**src/rtl/fpu_arbiter.sv**
```systemverilog
// rtl/fpu_arbiter.sv - round-robin arbiter sharing one FPU between two requesters
// Sequencing: IDLE -> ISSUE -> WAIT -> RESPOND, with a WAIT watchdog against a hung FPU.
module fpu_arbiter #(
  parameter int TIMEOUT_CYC = 255,
  parameter int OPC_W       = 2
) (
  input  logic             clock_100Khz,
  input  logic             reset,
  input  logic             req0,
  input  logic [31:0]      op0_a,
  input  logic [31:0]      op0_b,
  input  logic [OPC_W-1:0] op0_code,
  output logic             ack0,
  output logic [31:0]      res0,
  output logic             err0,
  input  logic             req1,
  input  logic [31:0]      op1_a,
  input  logic [31:0]      op1_b,
  input  logic [OPC_W-1:0] op1_code,
  output logic             ack1,
  output logic [31:0]      res1,
  output logic             err1,
  output logic             fpu_start,
  output logic [31:0]      fpu_op_a,
  output logic [31:0]      fpu_op_b,
  output logic [OPC_W-1:0] fpu_opcode,
  input  logic             fpu_done,
  input  logic [31:0]      fpu_result,
  input  logic             fpu_status,
  output logic             busy,
  output logic             grant_id
);

  typedef enum logic [1:0] {S_IDLE, S_ISSUE, S_WAIT, S_RESPOND} state_t;

  // Counter value on the last WAIT cycle allowed before a forced error completion.
  localparam logic [7:0] TMO_LAST = 8'(TIMEOUT_CYC - 1);

  state_t           r_state;
  state_t           w_next;
  logic             r_rr;
  logic             r_grant;
  logic [7:0]       r_cnt;
  logic [31:0]      r_op_a;
  logic [31:0]      r_op_b;
  logic [OPC_W-1:0] r_opcode;
  logic [31:0]      r_res0;
  logic [31:0]      r_res1;
  logic             r_err0;
  logic             r_err1;

  logic w_any;
  logic w_win;
  logic w_timeout;

  assign w_any     = req0 | req1;
  assign w_win     = (req0 & req1) ? r_rr : req1;
  assign w_timeout = (r_cnt == TMO_LAST);

  always_ff @(posedge clock_100Khz or negedge reset) begin
    if (!reset) begin
      r_state <= S_IDLE;
    end else begin
      r_state <= w_next;
    end
  end

  always_comb begin
    w_next = r_state;
    case (r_state)
      S_IDLE:    if (w_any) w_next = S_ISSUE;
      S_ISSUE:   w_next = S_WAIT;
      S_WAIT:    if (fpu_done || w_timeout) w_next = S_RESPOND;
      S_RESPOND: w_next = S_IDLE;
      default:   w_next = S_IDLE;
    endcase
  end

  always_comb begin
    fpu_start = 1'b0;
    busy      = 1'b1;
    ack0      = 1'b0;
    ack1      = 1'b0;
    case (r_state)
      S_IDLE:    busy = 1'b0;
      S_ISSUE:   fpu_start = 1'b1;
      S_RESPOND: begin
        ack0 = ~r_grant;
        ack1 = r_grant;
      end
      default: ;
    endcase
  end

  always_ff @(posedge clock_100Khz or negedge reset) begin
    if (!reset) begin
      r_rr     <= 1'b0;
      r_grant  <= 1'b0;
      r_cnt    <= 8'd0;
      r_op_a   <= 32'd0;
      r_op_b   <= 32'd0;
      r_opcode <= '0;
      r_res0   <= 32'd0;
      r_res1   <= 32'd0;
      r_err0   <= 1'b0;
      r_err1   <= 1'b0;
    end else begin
      case (r_state)
        S_IDLE: begin
          if (w_any) begin
            r_grant  <= w_win;
            r_op_a   <= w_win ? op1_a : op0_a;
            r_op_b   <= w_win ? op1_b : op0_b;
            r_opcode <= w_win ? op1_code : op0_code;
          end
        end
        S_ISSUE: r_cnt <= 8'd0;
        S_WAIT: begin
          r_cnt <= r_cnt + 8'd1;
          // A result arriving on the timeout edge takes priority over the forced error.
          if (fpu_done) begin
            if (r_grant) begin
              r_res1 <= fpu_result;
              r_err1 <= fpu_status;
            end else begin
              r_res0 <= fpu_result;
              r_err0 <= fpu_status;
            end
          end else if (w_timeout) begin
            if (r_grant) begin
              r_res1 <= 32'd0;
              r_err1 <= 1'b1;
            end else begin
              r_res0 <= 32'd0;
              r_err0 <= 1'b1;
            end
          end
        end
        S_RESPOND: r_rr <= ~r_grant;
        default: ;
      endcase
    end
  end

  assign res0       = r_res0;
  assign res1       = r_res1;
  assign err0       = r_err0;
  assign err1       = r_err1;
  assign fpu_op_a   = r_op_a;
  assign fpu_op_b   = r_op_b;
  assign fpu_opcode = r_opcode;
  assign grant_id   = r_grant;

endmodule

```
**config.mk**
```make
export PLATFORM = sky130hd
export DESIGN_NAME = fpu_arbiter
export DESIGN_NICKNAME = d
export VERILOG_FILES = /design/src/rtl/fpu_arbiter.sv
export SDC_FILE = /design/constraint.sdc
export NUM_CORES = 1
export LEC_CHECK = 0
export CAP_MARGIN = 25
export CORE_MARGIN = 2
export CORE_UTILIZATION = 41
export CTS_CLUSTER_DIAMETER = 150
export DETAILED_ROUTE_END_ITERATION = 7
export PLACE_DENSITY_LB_ADDON = 0.25
export REMOVE_ABC_BUFFERS = 1
export SETUP_SLACK_MARGIN = 0.1
export SYNTH_ARGS = -nofsm -noshare
export SYNTH_HDL_FRONTEND = slang
export SYNTH_SLANG_ARGS = --single-unit
```
**constraint.sdc**
```tcl
create_clock -name clock_100Khz -period 1.75 [get_ports clock_100Khz]
set_input_delay 0.4375 -clock clock_100Khz [delete_from_list [all_inputs] [get_ports clock_100Khz]]
set_output_delay 0.4375 -clock clock_100Khz [all_outputs]
set_load 0.05 [all_outputs]
```
Yosys cells after proc, flatten, opt, wreduce, memory -nomap -nowiden
Cells that the tools add are included.
Widths: inputs -> output; s select.

operators by class
  $add $sub $neg = 1
  eq/ne operators = 6
  mux-type cells = 28
  bitwise operators = 3
  reduce and logical (&&, ||, !) cells = 8

operator list
  operator             number
  $mux 32              10
  $pmux 8 s2           1
  $mux 1               13
  $add 8x1->8 const B  1
  $eq 8x8->1 const B   1
  $pmux 2 s4           1
  $mux 2               3
  $reduce_and 3->1     2
  $eq 2x2->1 const B   2
  $ne 2x2->1 const B   2
  $reduce_and 2->1     2
  $reduce_bool 2->1    2
  $eq 2x1->1 const B   1
  $logic_not 2->1      1
  $and 1x1->1          1
  $logic_or 1x1->1     1
  $not 1->1            1
  $or 1x1->1           1

storage, ports and cells
  register bits after elaboration = 144
  input port bits = 170
  output and inout port bits = 137

Longest topological paths before layout
  depth after elaboration = 4
  mapped depth = 7
  mapped depth without buffers = 6

Worst setup path after synthesis
No wires, ideal clock.

  path type = register to output
  start point = register r_grant (netlist: grant_id)
  end point = output ack0
  arrival = 1.386 ns
  slack = -0.073 ns
  stages on the path, launching flop included = 2
  buffers on the path = 0
  path through = dfrtp_1 -> nor2b_1

between the ends
  cells in the longest elaborated chain, start to end = 2

ends and longest elaborated chain
  item                        RTL line  text
  start, declared             42        logic r_grant;
  start signal, assigned      111       r_grant <= w_win;
  $not 1->1 (no source line)  --
  $mux 1                      84        case (r_state)
  end, declared               13        output logic ack0,

No other way between the ends.

Final worst setup path
  start point = register r_state[1]
  end point = output ack1

between the ends
  cells in the longest elaborated chain, start to end = 2

ends and longest elaborated chain
  item                    RTL line  text
  start, declared         39        state_t r_state;
  start signal, assigned  64        r_state <= w_next;
  $eq 2x2->1              84
  $mux 1                  84
  end, declared           20        output logic ack1,

No other way between the ends.

==> flow_metrics.env <==
export IMPL_status="finished with violations"
export IMPL_failed_checks="setup timing"
export IMPL_hold_path_class="primary input to flop"
export IMPL_clock_path_buffers=2
export IMPL_placed_area_mm2=0.00932
export IMPL_syn_area_mm2=0.00616
export IMPL_drive_gt1_share_pct=27.7
export IMPL_wl_mm=20.3
export IMPL_grt_max_degree=42
export IMPL_core_area_mm2=0.0146
export IMPL_period_share_pct=105
export IMPL_fmax_mhz=543
export IMPL_grt_pass1_wl_mm=30.5
export IMPL_maxCapViolCount=0
export IMPL_gr_total_overflow=0
export IMPL_place_hpwl_mm=14.8
export IMPL_p_leak_nw=4.78
export IMPL_pre_cts_slack_ns=-0.300
export IMPL_final_cell_area_mm2=0.0101
export IMPL_first_iter_violations=339
export IMPL_final_cells=1035
export IMPL_path_cells="buf_6 > ha_4 > and2_4 > buf_12"
export IMPL_grt_pass1_vias=5620
export IMPL_power_density_mw_per_mm2=2110
export IMPL_grt_setup_unrepaired="yes"
export IMPL_ys_types=33
export IMPL_layout_min_cycle_time_ns=1.84
export IMPL_cts_sinks=144
export IMPL_hold_depth=4
export IMPL_clock_skew_final_ns=0.00519
export IMPL_setup_viol=4
export IMPL_htreeDepth=4
export IMPL_cts_root_buffer="clkbuf_16"
export IMPL_final_antenna_net_count=0
export IMPL_cts_buffers=17
export IMPL_r2r_start="r_state[0]$_DFFE_PN0P_"
export IMPL_min_from="req0"
export IMPL_grt_use_total_pct=24.6
export IMPL_ios=307
export IMPL_placementRows=44
export IMPL_placed_cells_incl_taps=993
export IMPL_final_nets=1014
export IMPL_reg2reg_slack_ns=0.12
export IMPL_drv_slew=0
export IMPL_worstMarginPinSlew_ns=0.411
export IMPL_slew_headroom_pct=72.6
export IMPL_die_h_um=127
export IMPL_synth_warnings=0
export IMPL_gp_congestion=0.814
export IMPL_post_drt_wl_per_cell_um=19.6
export IMPL_synthArstFlopShare_pct=100
export IMPL_crit_slowest_cell="dfrtp_1"
export IMPL_antenna_found_initial=1
export IMPL_dr_pass1_iters=7
export IMPL_dr_total_vias=5583
export IMPL_cts_tree="built"
export IMPL_worstPathRequired_ns=1.31
export IMPL_synth_cells=512
export IMPL_cp_arrival_ns=1.40
export IMPL_worstRegToRegCells=6
export IMPL_worst_hold_slack_ns=0.443
export IMPL_syn_avg_cell_area_um2=12.0
export IMPL_cp_max_fo=3
export IMPL_holdPathEnd="grant_id$_DFFE_PN0P_"
export IMPL_slowest_delay_ns=0.39
export IMPL_die_w_um=127
export IMPL_numPortBuffers=306
export IMPL_worstReg2RegEnd="r_state[1]$_DFFE_PN0P_"
export IMPL_dieArea_mm2=0.0160
export IMPL_layout_common_cells="166 x clkdlybuf4s50_1, 153 x buf_4, 142 x dfrtp_1"
export IMPL_antenna_cells=0
export IMPL_cp_end_kind="primary output"
export IMPL_irDropWorstVdd_mv=1.43
export IMPL_seq_area_frac_synth_pct=58.5
export IMPL_drc_errors=0
export IMPL_area_growth_pct=64.5
export IMPL_clk_pin_slew_ns=0.06
export IMPL_hold_viol=0
export IMPL_path_class="flop to primary output"
export IMPL_synth_seq_cells=144
export IMPL_fin_ws_ns=-0.0902
export IMPL_initial_utilization_pct=42.2
export IMPL_synth_edff_count=0
export IMPL_clock_latency_ns=0.42
export IMPL_synth_flop_cell="dfrtp_1"
export IMPL_start_kind="flop"
export IMPL_viasPerCell=5.39
export IMPL_final_common_cell="clkdlybuf4s50_1"
-- what timing repair did --
action,CTS,global route
setup buffers,3,3
hold buffers,1,0
hold endpoints to repair,38,0
gates cloned,0,4
gates resized for setup,15,18
pin swaps,2,6
endpoints found under the setup margin,5,73
-- cell families (layout without fill, tap and decap cells) --
group	Yosys count	after routing	synth area share, %
DFF	144	144	58.5
adders and majority gates	6	6	1.22
buffers and inverters	51	390	4.87
AOI/OAI and AO/OA	150	150	17.8
muxes	68	68	11.1
xor gates and xnor gates	1	1	0.142
and+or+nand+nor	92	92	6.38
-- worst max path at each step --
stage / cells past startpoint / end / startpoint
3_5_place_dp: 6 / fpu_op_a[31]$_DFFE_PN0P_ / req0
6_report: 4 / ack1 / r_state[1]$_DFFE_PN0P_
4_1_cts: 5 / busy / r_state[1]$_DFFE_PN0P_
2_1_floorplan: 2 / fpu_op_a[10]$_DFFE_PN0P_ / req1
3_3_place_gp: 7 / fpu_op_a[30]$_DFFE_PN0P_ / req0
5_1_grt: 5 / busy / r_state[0]$_DFFE_PN0P_
-- synth_stat cells (all sizes together) (2+ instances only) --
cell / instances / area (µm²)
nand4: 2 / 12.5
a21oi: 2 / 10.0
mux2i: 67 / 671
clkbuf: 10 / 41.3
nor2b: 4 / 25.0
buf: 32 / 225
o21ai: 77 / 397
nand2: 70 / 263
nand3: 3 / 15.0
ha: 6 / 75.1
dfrtp: 144 / 3600
or3: 3 / 18.8
a22oi: 3 / 22.5
nor2: 6 / 32.5
o31ai: 2 / 15.0
inv: 9 / 33.8
and2: 2 / 12.5
a32o: 64 / 641
-- metal layers --
metal | wire length (µm) | global-route usage (%) | up-vias | share of wire (%)
li1 | - | - | 2542 | -
met1 | 7280 | 27.9 | 2714 | 36
met2 | 10500 | 42.4 | 282 | 52
met3 | 1940 | 9.07 | 43 | 9.6
met4 | 575 | 9.44 | 2 | 2.8
met5 | 16 | 0 | - | 0.079
-- per-stage QoR --
step | setup TNS [ns] | total power [mW] | util (%)
6_report | -0.266 | 21.4 | 69.5
4_1_cts | -0.347 | 21.3 | 68.3
3_3_place_gp | -13.16 | 17.4 | 63.9
3_5_place_dp | -15.16 | 17.7 | 63.9
5_1_grt | -0.433 | 22.4 | 69.5
2_1_floorplan | -248.29 | 13.1 | -
-- flip-flops by register name (all words and copies together) (netlist names) --
name        flops
fpu_opcode      2
err1            1
err0            1
grant_id        1
res1           32
fpu_op_a       32
r_cnt           8
r_rr            1
res0           32
fpu_op_b       32
r_state         2
-- power breakdown --
part	internal [mW]	switching [mW]
Clock	1.95	1.43
Combinational	4.27	7.99
Sequential	4.83	0.942
Total	11.1	10.4
-- area by class of cell --
class                           count  area, µm²
Tap cell                          184        230
Multi-Input combinational cell    317       2370
Clock inverter                     13        115
Sequential cell                   144       3610
Inverter                            9       36.3
Timing Repair Buffer              349       3340
Clock buffer                       19        433
Fill cell                        1032       4450
-- worst max-delay path: cells and delay by family, from the launching register on --
kind | cells | cell delay, ns
fa+ha+maj | 1 | 0.15
flops | 1 | 0.39
simple gates | 1 | 0.16
buf+inv | 2 | 0.27
(Power assumes the default switching activity.)
